$ cat src/rtl/datapath_seq.sv
// Self-sequencing datapath: register file, A/B operand registers, shifter, ALU,
// C result register and status flags, driven by a fixed five-state micro-sequencer.
module datapath_seq #(
  parameter int W    = 16,
  parameter int NREG = 8,
  localparam int RA  = $clog2(NREG)
) (
  input  logic          clk,
  input  logic          reset,
  input  logic          start,
  output logic          ready,
  input  logic [2:0]    op,
  input  logic [RA-1:0] rd,
  input  logic [RA-1:0] rn,
  input  logic [RA-1:0] rm,
  input  logic [1:0]    shift,
  input  logic [W-1:0]  imm,
  input  logic [W-1:0]  mdata,
  output logic          done,
  output logic [W-1:0]  dp_out,
  output logic [2:0]    status
);

  typedef enum logic [2:0] {
    S_IDLE = 3'd0,
    S_RDA  = 3'd1,
    S_RDB  = 3'd2,
    S_EXEC = 3'd3,
    S_WB   = 3'd4
  } state_t;

  localparam logic [2:0] OP_MOVI = 3'b000;
  localparam logic [2:0] OP_MOV  = 3'b001;
  localparam logic [2:0] OP_ADD  = 3'b010;
  localparam logic [2:0] OP_CMP  = 3'b011;
  localparam logic [2:0] OP_AND  = 3'b100;
  localparam logic [2:0] OP_MVN  = 3'b101;
  localparam logic [2:0] OP_LDM  = 3'b110;
  localparam logic [2:0] OP_ADDI = 3'b111;

  // Current sequencer state; kept as a named signal so checkers can bind to it.
  state_t state;

  // Latched command
  logic [2:0]    cmd_op;
  logic [RA-1:0] cmd_rd;
  logic [RA-1:0] cmd_rn;
  logic [RA-1:0] cmd_rm;
  logic [1:0]    cmd_shift;
  logic [W-1:0]  cmd_imm;

  // Datapath registers
  logic [W-1:0] regs [NREG];
  logic [W-1:0] a_reg;
  logic [W-1:0] b_reg;
  logic [W-1:0] c_reg;
  logic [2:0]   status_reg;
  logic         ready_reg;
  logic         done_reg;

  // Combinational datapath
  logic [W-1:0] rn_data;
  logic [W-1:0] rm_data;
  logic [W-1:0] shift_out;
  logic [W-1:0] sum_as;
  logic [W-1:0] diff_as;
  logic [W-1:0] sum_ai;
  logic [W-1:0] alu_out;
  logic         flag_v;
  logic         flag_n;
  logic         flag_z;

  assign rn_data = regs[cmd_rn];
  assign rm_data = regs[cmd_rm];

  always_comb begin
    shift_out = b_reg;
    case (cmd_shift)
      2'b00: shift_out = b_reg;
      2'b01: shift_out = {b_reg[W-2:0], 1'b0};
      2'b10: shift_out = {1'b0, b_reg[W-1:1]};
      2'b11: shift_out = {b_reg[W-1], b_reg[W-1:1]};
      default: shift_out = b_reg;
    endcase
  end

  // Carry-out of every adder is dropped: arithmetic wraps modulo 2^W.
  assign sum_as  = a_reg + shift_out;
  assign diff_as = a_reg - shift_out;
  assign sum_ai  = a_reg + cmd_imm;

  always_comb begin
    alu_out = '0;
    case (cmd_op)
      OP_MOVI: alu_out = cmd_imm;
      OP_MOV:  alu_out = shift_out;
      OP_ADD:  alu_out = sum_as;
      OP_CMP:  alu_out = diff_as;
      OP_AND:  alu_out = a_reg & shift_out;
      OP_MVN:  alu_out = ~shift_out;
      OP_LDM:  alu_out = mdata;
      OP_ADDI: alu_out = sum_ai;
      default: alu_out = '0;
    endcase
  end

  // Signed overflow of A-S: operand signs differ and the result sign left A's.
  assign flag_z = (diff_as == '0);
  assign flag_n = diff_as[W-1];
  assign flag_v = (a_reg[W-1] != shift_out[W-1]) && (diff_as[W-1] != a_reg[W-1]);

  // Handshake: a command is taken on the rising edge where start && ready;
  // ready is high only in IDLE, start at any other time is dropped, and done
  // pulses for exactly one cycle (WB) per accepted command.
  always_ff @(posedge clk) begin
    if (reset) begin
      state      <= S_IDLE;
      ready_reg  <= 1'b1;
      done_reg   <= 1'b0;
      cmd_op     <= '0;
      cmd_rd     <= '0;
      cmd_rn     <= '0;
      cmd_rm     <= '0;
      cmd_shift  <= '0;
      cmd_imm    <= '0;
      a_reg      <= '0;
      b_reg      <= '0;
      c_reg      <= '0;
      status_reg <= '0;
      for (int i = 0; i < NREG; i++) begin
        regs[i] <= '0;
      end
    end else begin
      case (state)
        S_IDLE: begin
          if (start) begin
            cmd_op    <= op;
            cmd_rd    <= rd;
            cmd_rn    <= rn;
            cmd_rm    <= rm;
            cmd_shift <= shift;
            cmd_imm   <= imm;
            ready_reg <= 1'b0;
            state     <= S_RDA;
          end
        end
        S_RDA: begin
          a_reg <= rn_data;
          state <= S_RDB;
        end
        S_RDB: begin
          b_reg <= rm_data;
          state <= S_EXEC;
        end
        S_EXEC: begin
          c_reg <= alu_out;
          if (cmd_op == OP_CMP) begin
            status_reg <= {flag_v, flag_n, flag_z};
          end
          done_reg <= 1'b1;
          state    <= S_WB;
        end
        S_WB: begin
          if (cmd_op != OP_CMP) begin
            regs[cmd_rd] <= c_reg;
          end
          done_reg  <= 1'b0;
          ready_reg <= 1'b1;
          state     <= S_IDLE;
        end
        default: begin
          done_reg  <= 1'b0;
          ready_reg <= 1'b1;
          state     <= S_IDLE;
        end
      endcase
    end
  end

  assign ready  = ready_reg;
  assign done   = done_reg;
  assign dp_out = c_reg;
  assign status = status_reg;

endmodule
$ cat config.mk
export PLATFORM = sky130hd
export DESIGN_NAME = datapath_seq
export DESIGN_NICKNAME = d
export VERILOG_FILES = /design/src/rtl/datapath_seq.sv
export SDC_FILE = /design/constraint.sdc
export NUM_CORES = 1
export LEC_CHECK = 0
export BUFFER_PORTS_ARGS = -buffer_cell sky130_fd_sc_hd__buf_2
export CORE_ASPECT_RATIO = 1.5
export CORE_MARGIN = 2
export CORE_UTILIZATION = 50
export DETAILED_ROUTE_END_ITERATION = 10
export PLACE_DENSITY = 0.67
export SLEW_MARGIN = 20
export SYNTH_ARGS = -nofsm -noshare
export SYNTH_HDL_FRONTEND = slang
export SYNTH_SLANG_ARGS = --single-unit
$ cat constraint.sdc
create_clock -name clk -period 5.3 [get_ports clk]
set_input_delay 0.53 -clock clk [delete_from_list [all_inputs] [get_ports clk]]
set_output_delay 0.53 -clock clk [all_outputs]
set_load 0.01 [all_outputs]
==> flow_summary.ini <==
[min_path]
hold_path_depth = 3
min_path_type = input pin to register
hold_end = cmd_imm[7]
worstHoldStart = imm[7]

[power]
power_density_nw_per_um2 = 322.4
pwr-share-seq_pct = 42.2
finalPower_mw = 4.589
swShare_pct = 30.26
comb_power_share_pct = 24.8
p_leak_nw = 5.263
p_clk_share_pct = 33.0
p_int_mw = 3.200
ir_drop_mv = 0.1862
p_switching_mw = 1.389

[clock_network]
numCtsBuffers = 21
clkTransAtPathRegs_ps = 80
cts_sinks = 214
postCtsHoldBufs = 0
cts_tree = yes
ctsHtreeMaxLevel = 1
worstSkewPairLatency_ps = 510
post-cts-setup-buffer-count = 0
cts-root-buf = clkbuf_16
clockBufferDepth = 3
cts_resized = 0

[grt]
grt_overflow = 0
grt_max_degree = 62
grtUsageTotal_pct = 25.58
grt_pass1_vias = 9835
grt_pass1_wl_mm = 53.21
antenna_found_initial = 0

[synth]
synth_area_um2 = 12920
synth_edf_count = 128
synth-async-reset-ratio_pct = 0
yosysTopAreaCell = edfxtp_1
ys_warn_count = 0
synthTopCellsByArea = edfxtp_1 (30%), dfxtp_1 (13%), mux4_2 (11%)
yosysTopAreaCellShare_pct = 29.74
synth_common_cells = edfxtp_1 (128), nand2_1 (123), and2_1 (121)
synth_fp_nets = 1347
yosysMostFrequentCell = edfxtp_1
syn_area_per_cell_um2 = 10.36
ys.flop_type = edfxtp_1
yosysSeqAreaShare_pct = 43.06
syn_inst = 1247
ys_ff_latch = 214
synth_cell_types = 75

[worst_setup_path]
endpoint_kind = register
rrSetupSlack_ps = 1200
path_max_fanout = 17
worst_ep_arrival_time_ps = 4460
start_kind = register
required_ps = 5660
r2r-end = dp_out[13]
r2r-start = cmd_shift[0]
crit_type = register to register
reg2regPathDepth = 13

[sta]
final.setup.tns_ps = 0
max_freq_mhz = 244.1
tightest_slew_ps = 926.7
hold_slack_ps = 253.0
final-hold-violation-count = 0
finalCritPeriodShare_pct = 77.31
timing.final.crit_period_ps = 4098
rsz0062_at_grt = no
slew_violations = 0
slew_headroom_pct = 37.99
skew_ps = 14.88
setup-violations-final = 0

[die]
fp.dieH_um = 200.9
ios = 70
coreArea_um2 = 25580
start_util_pct = 50.52
fp-row-count = 72
die_width_um = 135.3
dieArea_um2 = 27180

[finish]
largest_reg_flops = 128
top_register = regs
fin_util_pct = 55.64
final_area_um2 = 14240
syn2layout_area_growth_pct = 10.15
antennaDiodeCount = 0
nNetsFinal = 1375
drive_gt1_share_pct = 17.16

[routing]
first_iter_violations = 727
wl_met1_mm = 13.07
wirelength_mm = 34.47
drt-wirelength-per-cell_um = 21.26
drtAntennaViolNets = 0
vias = 9758
drcViolationCount = 0
wl_met2_mm = 18.23
wl_met3_mm = 1.567
routed_via_density = 6.020
drt_pass1_iterations = 5
maxUsedRoutingLayer = met4

[placed_design]
portBuffers = 69
dp_hpwl_mm = 24.24
gp_congestion = 0.9419
placed_area_um2 = 13550

[job]
maxCapViolCount = 0

[outcome]
status = finished clean
area by class of cell:
type                    count  area [um2]
inverters                  41       153.9
fillers                  2273       11350
clock buffers              28       593.1
clock inverters             8       92.59
repair buffers             95       543.0
flip-flops and latches    214        5568
well taps                 333       416.7
multi-input cells         902        6869
power by group through the flow:
stage / sequential, mW / clock (mW) / combinational [mW]
3_5_place_dp: 1.97 / 0 / 1.12
6_report: 1.94 / 1.52 / 1.14
4_1_cts: 1.94 / 1.54 / 1.13
5_1_grt: 1.95 / 1.59 / 1.24
2_1_floorplan: 1.93 / 0 / 0.876
3_3_place_gp: 1.97 / 0 / 1.12
per-stage QoR:
step           instances  worst slack (ps)
6_report            1621              1203
5_1_grt             1621             858.8
4_1_cts             1621              1187
3_5_place_dp        1585              1201
3_3_place_gp        1585              1311
2_1_floorplan       1247              1653
worst max-delay path by stage:
stage                       startpoint         end  slack, ps  cells after the start
after floorplan           cmd_shift[1]   status[0]       1650                     14
after global placement    cmd_shift[0]   status[0]       1310                     13
after detailed placement  cmd_shift[0]  dp_out[13]       1200                     13
after CTS                 cmd_shift[0]  dp_out[13]       1190                     13
after global routing      cmd_shift[0]  dp_out[13]        860                     13
final                     cmd_shift[0]  dp_out[13]       1200                     13
per-layer routing:
metal,up-vias,global-route usage (%)
li1,4634,-
met3,98,2.475
met4,0,13.28
met5,-,0
met1,4713,29.42
met2,313,46.48
critical path: stages, from the launching register on:
cell and delay (ps):
dfxtp_1 920, mux2i_1 270, nor2_1 50, a21oi_1 390, o21ai_0 200, ha_1 320, a211oi_1 340, o211ai_1 220
a32o_1 320, a21oi_1 190, mux2i_1 240, o22ai_1 120, a211oi_1 290, nor3_1 70
kinds of logic (layout without fill, tap and decap cells):
group	after synthesis	after routing	share of synthesized area, %
simple gates	442	442	17.15
compound gates	264	264	13.49
flops	214	214	43.06
buf+inv	131	172	3.911
mux	121	121	15.71
fa+ha+maj	51	51	5.053
xor+xnor	24	24	1.626
placed cells by master, fill, tap and decap left out, drive strengths merged, types with 44 or more instances in the layout:
master,instances
a21oi,85
and2,121
buf,95
dfxtp,86
edfxtp,128
ha,49
mux2i,54
mux4,65
nand2,123
nor2,97
o21ai,44
(Power assumes the default switching activity.)
